File: src/rtl/suprloco_prom_arbiter_pkg.sv
// Shared types and helpers for the PROM read arbiter and its round-robin picker.
package suprloco_prom_arb_pkg;

    typedef enum logic [1:0] {
        IDLE   = 2'd0,
        LOAD   = 2'd1,
        SETTLE = 2'd2
    } arb_state_e;

    localparam int unsigned READ_LATENCY = 2;
    localparam int unsigned MAX_NREQ     = 8;
    localparam int unsigned IDX_W        = 3;

    // Returns {found, index}: first set request scanning upward from ptr, wrapping at nreq.
    function automatic logic [IDX_W:0] rr_search(input logic [MAX_NREQ-1:0] req,
                                                 input logic [IDX_W-1:0]    ptr,
                                                 input int unsigned         nreq);
        logic [IDX_W:0] res;
        int unsigned    idx;
        res = '0;
        for (int unsigned i = 0; i < MAX_NREQ; i++) begin
            idx = (32'(ptr) + i) % nreq;
            if (!res[IDX_W] && (i < nreq) && req[idx[IDX_W-1:0]]) begin
                res = {1'b1, idx[IDX_W-1:0]};
            end
        end
        return res;
    endfunction

endpackage

File: src/rtl/suprloco_prom_arbiter_if.sv
// Requester-side read bus of the shared PROM arbiter.
interface suprloco_prom_arbiter_if #(
    parameter int unsigned AW   = 10,
    parameter int unsigned DW   = 8,
    parameter int unsigned NREQ = 3
);
    logic [NREQ-1:0]    i_REQ;
    logic [NREQ*AW-1:0] i_REQ_ADDR;
    logic [NREQ-1:0]    o_ACK;
    logic [NREQ-1:0]    o_RVALID;
    logic [DW-1:0]      o_RDATA;

    modport master (output i_REQ, i_REQ_ADDR, input  o_ACK, o_RVALID, o_RDATA);
    modport slave  (input  i_REQ, i_REQ_ADDR, output o_ACK, o_RVALID, o_RDATA);
endinterface

File: src/rtl/suprloco_rr_pick.sv
// Combinational round-robin picker: request vector + start pointer -> one-hot winner.
module suprloco_rr_pick
    import suprloco_prom_arb_pkg::*;
#(
    parameter int unsigned NREQ = 3
) (
    input  logic [NREQ-1:0]  req,
    input  logic [IDX_W-1:0] ptr,
    output logic [NREQ-1:0]  gnt_oh_c,
    output logic [IDX_W-1:0] gnt_idx_c,
    output logic             valid_c
);

    logic [IDX_W:0] res;

    always_comb begin
        res       = rr_search(MAX_NREQ'(req), ptr, NREQ);
        valid_c   = res[IDX_W];
        gnt_idx_c = res[IDX_W-1:0];
        gnt_oh_c  = valid_c ? (NREQ'(1) << gnt_idx_c) : '0;
    end

endmodule

File: src/rtl/suprloco_prom_arbiter.sv
// Shares one program-loadable PROM between NREQ readers and the download stream.
// SUPRLOCO_PROM_ARB_FIXPRI_EN selects fixed lowest-index priority instead of round-robin.
module suprloco_prom_arbiter
    import suprloco_prom_arb_pkg::*;
#(
    parameter int unsigned AW   = 10,
    parameter int unsigned DW   = 8,
    parameter int unsigned NREQ = 3
) (
    input  logic                   i_MCLK,
    input  logic                   i_RST_n,
    input  logic                   i_DL_ACTIVE,
    input  logic [AW-1:0]          i_DL_ADDR,
    input  logic [DW-1:0]          i_DL_DATA,
    input  logic                   i_DL_WR,
    suprloco_prom_arbiter_if.slave rd_if,
    output logic                   o_BUSY,
    output logic [AW-1:0]          o_PROG_ADDR,
    output logic [DW-1:0]          o_PROG_DIN,
    output logic                   o_PROG_CS,
    output logic                   o_PROG_WR,
    output logic [AW-1:0]          o_ADDR,
    output logic                   o_RD,
    input  logic [DW-1:0]          i_DOUT
);

    arb_state_e       state_q, state_d;
    logic [IDX_W-1:0] ptr_q, ptr_d;
    logic [NREQ-1:0]  ack_q, ack_d;
    logic [NREQ-1:0]  rvalid_q, rvalid_d;
    logic [AW-1:0]    addr_q, addr_d;
    logic             rd_q, rd_d;
    logic             busy_q, busy_d;
    logic [AW-1:0]    prog_addr_q, prog_addr_d;
    logic [DW-1:0]    prog_din_q, prog_din_d;
    logic             prog_cs_q, prog_cs_d;
    logic             prog_wr_q, prog_wr_d;

    logic [NREQ-1:0]  pick_oh_c;
    logic [IDX_W-1:0] pick_idx_c;
    logic             pick_valid_c;
    logic [IDX_W-1:0] pick_ptr_c;
    logic [IDX_W-1:0] next_ptr_c;
    logic             load_c;

`ifdef SUPRLOCO_PROM_ARB_FIXPRI_EN
    assign pick_ptr_c = '0;
    assign next_ptr_c = '0;
`else
    assign pick_ptr_c = ptr_q;
    assign next_ptr_c = (pick_idx_c == IDX_W'(NREQ - 1)) ? '0 : pick_idx_c + IDX_W'(1);
`endif

    suprloco_rr_pick #(.NREQ(NREQ)) u_pick (
        .req       (rd_if.i_REQ),
        .ptr       (pick_ptr_c),
        .gnt_oh_c  (pick_oh_c),
        .gnt_idx_c (pick_idx_c),
        .valid_c   (pick_valid_c)
    );

    // Next state: download ownership wins over any read grant at the same edge.
    always_comb begin
        state_d = state_q;
        ptr_d   = ptr_q;
        ack_d   = '0;
        addr_d  = addr_q;
        case (state_q)
            IDLE: begin
                if (i_DL_ACTIVE) begin
                    state_d = LOAD;
                end else if (pick_valid_c) begin
                    ack_d = pick_oh_c;
                    ptr_d = next_ptr_c;
                end
            end
            LOAD:    if (!i_DL_ACTIVE) state_d = SETTLE;
            SETTLE:  state_d = i_DL_ACTIVE ? LOAD : IDLE;
            default: state_d = IDLE;
        endcase

        for (int unsigned k = 0; k < NREQ; k++) begin
            if (ack_d[k]) addr_d = rd_if.i_REQ_ADDR[k*AW +: AW];
        end

        rd_d        = |ack_d;
        rvalid_d    = ack_q;
        load_c      = (state_d == LOAD);
        busy_d      = (state_d != IDLE);
        prog_cs_d   = load_c;
        prog_wr_d   = load_c & i_DL_WR;
        prog_addr_d = load_c ? i_DL_ADDR : prog_addr_q;
        prog_din_d  = load_c ? i_DL_DATA : prog_din_q;
    end

    always_ff @(posedge i_MCLK or negedge i_RST_n) begin
        if (!i_RST_n) begin
            state_q     <= IDLE;
            ptr_q       <= '0;
            ack_q       <= '0;
            rvalid_q    <= '0;
            addr_q      <= '0;
            rd_q        <= 1'b0;
            busy_q      <= 1'b0;
            prog_addr_q <= '0;
            prog_din_q  <= '0;
            prog_cs_q   <= 1'b0;
            prog_wr_q   <= 1'b0;
        end else begin
            state_q     <= state_d;
            ptr_q       <= ptr_d;
            ack_q       <= ack_d;
            rvalid_q    <= rvalid_d;
            addr_q      <= addr_d;
            rd_q        <= rd_d;
            busy_q      <= busy_d;
            prog_addr_q <= prog_addr_d;
            prog_din_q  <= prog_din_d;
            prog_cs_q   <= prog_cs_d;
            prog_wr_q   <= prog_wr_d;
        end
    end

    // PROM output is already registered; gate it so the bus idles at zero.
    assign rd_if.o_ACK    = ack_q;
    assign rd_if.o_RVALID = rvalid_q;
    assign rd_if.o_RDATA  = (|rvalid_q) ? i_DOUT : '0;
    assign o_BUSY         = busy_q;
    assign o_PROG_ADDR    = prog_addr_q;
    assign o_PROG_DIN     = prog_din_q;
    assign o_PROG_CS      = prog_cs_q;
    assign o_PROG_WR      = prog_wr_q;
    assign o_ADDR         = addr_q;
    assign o_RD           = rd_q;

endmodule

File: src/flat_wrapper.sv
// flat-port wrapper written by rule: the top's interface ports become plain ports
module suprloco_prom_arbiter_flat import suprloco_prom_arb_pkg::*;
#(
    parameter int unsigned AW   = 10,
    parameter int unsigned DW   = 8,
    parameter int unsigned NREQ = 3
)
  (i_MCLK, i_RST_n, i_DL_ACTIVE, i_DL_ADDR, i_DL_DATA, i_DL_WR, o_BUSY, o_PROG_ADDR, o_PROG_DIN, o_PROG_CS, o_PROG_WR, o_ADDR, o_RD, i_DOUT, rd_if_i_REQ, rd_if_i_REQ_ADDR, rd_if_o_ACK, rd_if_o_RVALID, rd_if_o_RDATA);
  suprloco_prom_arbiter_if #(.AW(AW), .DW(DW), .NREQ(NREQ)) rd_if_i ();
  input  logic i_MCLK;
  input  logic i_RST_n;
  input  logic i_DL_ACTIVE;
  input  logic [AW-1:0] i_DL_ADDR;
  input  logic [DW-1:0] i_DL_DATA;
  input  logic i_DL_WR;
  output logic o_BUSY;
  output logic [AW-1:0] o_PROG_ADDR;
  output logic [DW-1:0] o_PROG_DIN;
  output logic o_PROG_CS;
  output logic o_PROG_WR;
  output logic [AW-1:0] o_ADDR;
  output logic o_RD;
  input  logic [DW-1:0] i_DOUT;
  input wire logic [$bits(rd_if_i.i_REQ)-1:0] rd_if_i_REQ;
  input wire logic [$bits(rd_if_i.i_REQ_ADDR)-1:0] rd_if_i_REQ_ADDR;
  output wire logic [$bits(rd_if_i.o_ACK)-1:0] rd_if_o_ACK;
  output wire logic [$bits(rd_if_i.o_RVALID)-1:0] rd_if_o_RVALID;
  output wire logic [$bits(rd_if_i.o_RDATA)-1:0] rd_if_o_RDATA;
  assign rd_if_i.i_REQ = rd_if_i_REQ;
  assign rd_if_i.i_REQ_ADDR = rd_if_i_REQ_ADDR;
  assign rd_if_o_ACK = rd_if_i.o_ACK;
  assign rd_if_o_RVALID = rd_if_i.o_RVALID;
  assign rd_if_o_RDATA = rd_if_i.o_RDATA;
  suprloco_prom_arbiter #(.AW(AW), .DW(DW), .NREQ(NREQ)) u_core (.i_MCLK(i_MCLK), .i_RST_n(i_RST_n), .i_DL_ACTIVE(i_DL_ACTIVE), .i_DL_ADDR(i_DL_ADDR), .i_DL_DATA(i_DL_DATA), .i_DL_WR(i_DL_WR), .rd_if(rd_if_i), .o_BUSY(o_BUSY), .o_PROG_ADDR(o_PROG_ADDR), .o_PROG_DIN(o_PROG_DIN), .o_PROG_CS(o_PROG_CS), .o_PROG_WR(o_PROG_WR), .o_ADDR(o_ADDR), .o_RD(o_RD), .i_DOUT(i_DOUT));
endmodule
File: config.mk
export PLATFORM = sky130hd
export DESIGN_NAME = suprloco_prom_arbiter_flat
export DESIGN_NICKNAME = d
export VERILOG_FILES = /design/src/rtl/suprloco_prom_arbiter_pkg.sv /design/src/rtl/suprloco_prom_arbiter_if.sv /design/src/rtl/suprloco_rr_pick.sv /design/src/rtl/suprloco_prom_arbiter.sv /design/src/flat_wrapper.sv
export SDC_FILE = /design/constraint.sdc
export NUM_CORES = 1
export LEC_CHECK = 0
export BUFFER_PORTS_ARGS = -buffer_cell sky130_fd_sc_hd__buf_2
export CAP_MARGIN = 15
export CORE_AREA = 8 8 115 117
export CTS_CLUSTER_DIAMETER = 60
export CTS_CLUSTER_SIZE = 24
export DETAILED_ROUTE_END_ITERATION = 10
export DIE_AREA = 0 0 123 125
export GPL_TIMING_DRIVEN = 0
export SYNTH_ARGS = -nofsm -noshare
export SYNTH_HDL_FRONTEND = slang
export SYNTH_HIERARCHICAL = 1
export SYNTH_SLANG_ARGS = --single-unit
File: constraint.sdc
create_clock -name i_MCLK -period 9.8 [get_ports i_MCLK]
set_clock_uncertainty 0.15 [all_clocks]
set_input_delay 1.47 -clock i_MCLK [delete_from_list [all_inputs] [get_ports i_MCLK]]
set_output_delay 1.47 -clock i_MCLK [all_outputs]
set_load 0.05 [all_outputs]
==> results of run 1 <==
registers in the layout (all words and copies together) (netlist names):
register	flops
u_core/o_ADDR	10
u_core/o_BUSY	1
u_core/o_PROG_ADDR	10
u_core/o_PROG_CS	1
u_core/o_PROG_DIN	8
u_core/o_PROG_WR	1
u_core/o_RD	1
u_core/pick_ptr_c	3
u_core/rd_if.o_ACK	3
u_core/rd_if.o_RVALID	3
u_core/state_q	2
path summary, 6_finish.rpt:
path / startpoint / endpoint / cells after the start
setup reg to reg: u_core/pick_ptr_c[1] / u_core/o_ADDR[8] / 21
max in group asynchronous: i_RST_n / u_core/rd_if.o_RVALID[1] / 1
min in group asynchronous: i_RST_n / u_core/o_ADDR[0] / 1
setup / recovery: u_core/pick_ptr_c[1] / u_core/o_ADDR[8] / 21
hold / removal: u_core/rd_if.o_ACK[2] / u_core/rd_if.o_RVALID[2] / 0
hold reg to reg: u_core/rd_if.o_ACK[2] / u_core/rd_if.o_RVALID[2] / 0
synth_stat cells, types with 2 or more instances:
master / number / share of area
dfrtp_1: 43 / 0.39
mux2_2: 20 / 0.081
nand2_1: 20 / 0.027
nor2b_1: 17 / 0.038
a21oi_1: 16 / 0.029
ha_1: 16 / 0.072
inv_1: 11 / 0.015
nand2b_1: 11 / 0.025
o21ai_0: 10 / 0.018
a2bb2oi_1: 9 / 0.028
o311ai_0: 9 / 0.028
nor2_1: 7 / 0.0094
xnor2_1: 7 / 0.022
clkbuf_1: 5 / 0.0067
a21boi_0: 4 / 0.011
and2_1: 4 / 0.0090
buf_2: 4 / 0.0072
mux2i_1: 3 / 0.011
nand3_1: 3 / 0.0054
nor3_1: 3 / 0.0054
nor3b_1: 3 / 0.0081
a211oi_1: 2 / 0.0054
a31oi_1: 2 / 0.0045
a31oi_4: 2 / 0.015
and3_1: 2 / 0.0045
and4b_1: 2 / 0.0072
buf_6: 2 / 0.0081
nand3b_1: 2 / 0.0054
o211ai_1: 2 / 0.0054
or2_2: 2 / 0.0045
or3_1: 2 / 0.0045
xor2_1: 2 / 0.0063
layout by cell type (no fill, tap or decap), drive strengths merged, types with 3 or more instances in the layout:
| cell | Yosys | routed |
|---|---|---|
| clkbuf | 5 | 11 |
| a31oi | 4 | 4 |
| mux2i | 3 | 3 |
| nor2 | 7 | 7 |
| o21ai | 11 | 11 |
| nand2b | 11 | 11 |
| dfrtp | 43 | 43 |
| ha | 16 | 16 |
| xnor2 | 7 | 7 |
| mux2 | 21 | 21 |
| inv | 11 | 11 |
| a2bb2oi | 9 | 9 |
| or2 | 3 | 3 |
| a21boi | 4 | 4 |
| a21oi | 17 | 17 |
| nor3 | 4 | 4 |
| nor3b | 3 | 3 |
| o311ai | 10 | 10 |
| nand2 | 20 | 20 |
| buf | 8 | 116 |
| and2 | 5 | 5 |
| nor2b | 17 | 17 |
| nand3 | 3 | 3 |
layer usage:
| layer | routed length (µm) | vias up | global-route usage | part of all wire |
|---|---|---|---|---|
| li1 | - | 1217 | - | - |
| met1 | 3470 | 1139 | 0.121 | 0.44 |
| met2 | 3770 | 86 | 0.173 | 0.48 |
| met3 | 562 | 2 | 0.0257 | 0.072 |
| met4 | 23 | 0 | 0.0170 | 0.0029 |
| met5 | 0 | - | 0 | 0 |
through the flow:
step	std cells	hold slack, ns	cell area (µm²)	util	worst slack (ns)
after global routing	536	0.256	3700	0.318	4.00
after floorplan	273	0.299	2780	-	5.48
final	536	0.225	3700	0.318	4.56
after detailed placement	528	0.220	3510	0.302	4.53
after global placement	528	0.210	3510	0.302	4.82
after CTS	536	0.234	3700	0.318	4.53
cell type report:
type,instances,area share
sequential,43,0.291
inverter,11,0.0112
clock buffer,6,0.0349
clock inverter,2,0.0162
buffer,13,0.0227
multi-input combinational,206,0.428
timing repair buffer,108,0.146
tap,147,0.0497
cell families after synthesis:
logic type | count (synthesis)
and+or+nand+nor | 85
AOI/OAI and AO/OA | 71
DFF | 43
muxes | 24
buffers and inverters | 24
adders and majority gates | 16
xor gates and xnor gates | 9
other | 1
==> flow_summary.toml, run 1 <==
[run_status]
outcome = "complete, no violations"

[run]
timing.max_cap.violations = 0

[logic_synthesis]
synth_seq_cells = 43
postSynth.asyncResetShare = 1.00
yosys.area_share.adder = 0.0719
synth_fp_nets = 352
ys.flop_type = "dfrtp_1"
synthCells = 273
post_synth_and_or_nand_nor_area_fraction = 0.177
share_of_cell_area_taken_by_muxes_after_synthesis = 0.0971
synth-edff-count = 0
avgSynthCellArea_um2 = 10.2
synth-xor-area-share = 0.0283
yosys.cell_types.count = 58
synth-compound-area-share = 0.193
synth_seq_area_share = 0.387
syn_area_um2 = 2780
synthesis.yosys.warnings = 6
synth_top_family_by_area = "compound AO/OA/AOI/OAI gates"

[critical_path]
required_ns = 9.80
rrSetupSlack_ns = 4.56
cp_slowest_cell = "dfrtp_1"
critical_path_buf_inv_count = 3
critical-path-top-cell-by-count = "ha_1"
worstPathCellList = "ha_1, nand2_1, nand2_1, inv_1, ha_1, ha_1, nor2_1, o21ai_0, o2111a_1, ha_1, a31oi_1, o2111ai_1, and2_1, a22oi_1, a211oi_1, nor3_2, o311a_1, inv_1, clkbuf_1, o311ai_0, a2bb2oi_1"
critPathMaxFanout = 12
setup.worst_path.start_class = "flip-flop"
top_cell_family_by_delay_on_the_critical_path = "compound AO/OA/AOI/OAI gates"
endpoint_kind = "flip-flop"
critical_path.max_stage_delay_ns = 0.60
setup.worst_path.class = "reg2reg"
worst_ep_arrival_time_ns = 5.24

[placement]
port-buffer-count = 108
routabilityCongestion = 0.745
dp_hpwl_mm = 6.32

[clocking]
clkLatencyLatePin_ns = 0.27
post-cts-setup-buffer-count = 0
cts_buffer_depth = 2
post_cts_resized = 0
cts.sinks = 43
clk_pin_slew_ns = 0.06
cts_max_level = 2
tritoncts.num_buffers = 5
cts_hold_buffers = 0
cts_tree = "built"
cts_root_buf = "clkbuf_16"

[cells_and_area]
number_of_diodes = 0
post_route_cells_drive_above_1_share = 0.401
syn_to_final_growth_pct = 32.8
layout.area.seq_um2 = 1080
multi_input_comb_area_um2 = 1580
finalNetCount = 467
filler_cell_count = 1223

[global_route]
globalRoute.totalOverflow = 0
initial_antenna_violation_count = 0
grt_start_max_net_pins = 44
grt_pass1_wl_mm = 12.7
groute.usage.overall = 0.0995
number_of_global_route_vias_before_repair = 2636

[floorplanning]
die_h_um = 125
row_count = 40
die_footprint_um2 = 15400
io_pins = 109
core_box_area_um2 = 11600
die_x_um = 123
starting_utilization_of_the_core_area = 0.240

[timing]
max_slew_violation_count = 0
maxClockFrequency_ghz = 0.191
min_tclk_post_route_ns = 5.24
tightest_slew_ns = 0.970
min_period_over_period = 0.535
rsz0062_at_grt = "false"
setup_tns_ns = 0
max-slew-margin-rel = 0.353
hold_violations = 0
setup_violations = 0

[route]
detailedRoute.firstPassIterationCount = 4
antenna_violating_nets_post_route = 0
drt_iter0_drc = 83
final_wl_mm = 7.82
route.detailed.drc = 0
total_vias_in_the_final_route = 2444
detail_route.wl_per_cell_um = 14.6
route.detailed.vias_per_inst = 4.56

[min_path]
hold_path_class = "reg2reg"
Power of run 1 is not shown: default switching activity piles up to over one toggle a cycle in this logic, so the estimate is an artifact.
==> inputs of run 2 (changes only) <==
clock period = 4.4 ns   (was 9.8 ns; I/O delays follow)
==> flow_summary.toml, run 2 (synthesis gave the netlist of run 1 again) <==
[run_status]
outcome = "complete, no violations"

[global_route]
grt_start_max_net_pins = 44
number_of_global_route_vias_before_repair = 2792
initial_antenna_violation_count = 0
grt_pass1_wl_mm = 13.4
groute.usage.overall = 0.105
globalRoute.totalOverflow = 0

[timing]
max-slew-margin-rel = 0.344
max_slew_violation_count = 0
hold_violations = 0
maxClockFrequency_ghz = 0.235
setup_violations = 0
final.hold.worst_slack_ns = 0.225
tightest_slew_ns = 0.983
min_period_over_period = 0.967
min_tclk_post_route_ns = 4.26

[critical_path]
worstPathCellList = "ha_4, xnor2_2, nand2_1, ha_4, nor2_1, o21ai_0, o2111a_2, ha_4, a31oi_2, o2111ai_2, buf_4, a2111o_1, o21ai_1, nor3_4, inv_2, buf_6, nor3b_2, o31ai_1, o22a_2"
critical_path_buf_inv_count = 3
worst_ep_arrival_time_ns = 4.32
setup.worst_path.start = "u_core/pick_ptr_c[1]"
critPathMaxFanout = 10
worst_r2r_startpoint = "u_core/pick_ptr_c[1]"
setup.worst_path.start_class = "flip-flop"
endpoint_kind = "flip-flop"
setup.worst_path.class = "reg2reg"
required_ns = 4.47
cp_slowest_cell = "dfrtp_2"
top_cell_family_by_delay_on_the_critical_path = "compound AO/OA/AOI/OAI gates"
critical_path.max_stage_delay_ns = 0.48
critical-path-top-cell-by-count = "ha_4"

[route]
detail_route.wl_per_cell_um = 15.3
final_wl_mm = 8.54
antenna_violating_nets_post_route = 0
route.detailed.drc = 0
detailedRoute.firstPassIterationCount = 4
route.detailed.vias_per_inst = 4.64
drt_iter0_drc = 80
total_vias_in_the_final_route = 2590

[clocking]
cts.sinks = 43
cts_buffer_depth = 2
cts_root_buf = "clkbuf_16"
clkLatencyLatePin_ns = 0.28
cts_max_level = 2
tritoncts.num_buffers = 5
clk_pin_slew_ns = 0.06
cts_tree = "built"

[floorplanning]
die_h_um = 125
row_count = 40
die_footprint_um2 = 15400
io_pins = 109
starting_utilization_of_the_core_area = 0.240
core_box_area_um2 = 11600
die_x_um = 123

[cells_and_area]
post_route_cells_drive_above_1_share = 0.564
most-common-layout-cells = "buf_2, dfrtp_1, mux2_2, buf_4, nor2b_1"
filler_cell_count = 1173
layout_commonest_cell = "buf_2"
syn_to_final_growth_pct = 52.2
number_of_diodes = 0
finalNetCount = 489

[min_path]
min-delay-start = "u_core/rd_if.o_ACK[2]"
hold_path_class = "reg2reg"

[placement]
routabilityCongestion = 0.745
dp_hpwl_mm = 6.32
port-buffer-count = 108

[run]
timing.max_cap.violations = 0
-- run 2: cell types whose count changed in the layout (fill, tap and decap cells not counted), sizes merged --
cell and change:
buf +24, clkbuf -2
-- run 2: through the flow --
step / setup slack, ns / setup TNS [ns] / std cells / cell area, µm² / utilization
2_1_floorplan: 0.0802 / 0 / 273 / 2780 / -
3_3_place_gp: -0.583 / -7.78 / 528 / 3510 / 0.302
3_5_place_dp: -0.871 / -11.55 / 528 / 3510 / 0.302
4_1_cts: 0.00125 / 0 / 547 / 3930 / 0.339
5_1_grt: -0.0874 / -0.724 / 558 / 4240 / 0.365
6_report: 0.144 / 0 / 558 / 4240 / 0.365
-- run 2: worst paths after layout --
kind                                            endpoint  slack, ns  cells past startpoint
worst max-delay path                    u_core/o_ADDR[9]       0.14                     19
worst min-delay path            u_core/rd_if.o_RVALID[2]       0.23                      0
worst max register to register          u_core/o_ADDR[9]       0.14                     19
worst min register to register  u_core/rd_if.o_RVALID[2]       0.23                      0
max in group asynchronous           u_core/pick_ptr_c[0]       3.04                      1
min in group asynchronous          u_core/o_PROG_ADDR[8]       0.40                      1
-- run 2: area by class of cell --
| type | instances | area, µm² | share of cell area |
|---|---|---|---|
| Multi-Input combinational cell | 206 | 1910 | 0.452 |
| Sequential cell | 43 | 1080 | 0.255 |
| Timing Repair Buffer | 130 | 709 | 0.167 |
| Tap cell | 147 | 184 | 0.0434 |
| Clock buffer | 6 | 129 | 0.0304 |
| Buffer | 13 | 118 | 0.0278 |
| Clock inverter | 2 | 60.1 | 0.0142 |
| Inverter | 11 | 43.8 | 0.0103 |
-- run 2: routing by layer --
metal / part of all wire / up-vias / global-route usage
met5: 0 / - / 0
met4: 0.0043 / 0 / 0.0170
met3: 0.061 / 6 / 0.0257
met2: 0.51 / 80 / 0.188
met1: 0.43 / 1242 / 0.125
li1: - / 1262 / -
-- run 2: timing repair --
item,4_1_cts,5_1_grt
buffers inserted,10,11
gates cloned,1,0
resized for setup,49,45
pin swaps,10,10
hold buffers,0,0
setup endpoints to repair,17,17
Power of run 2 is left out for the same reason.
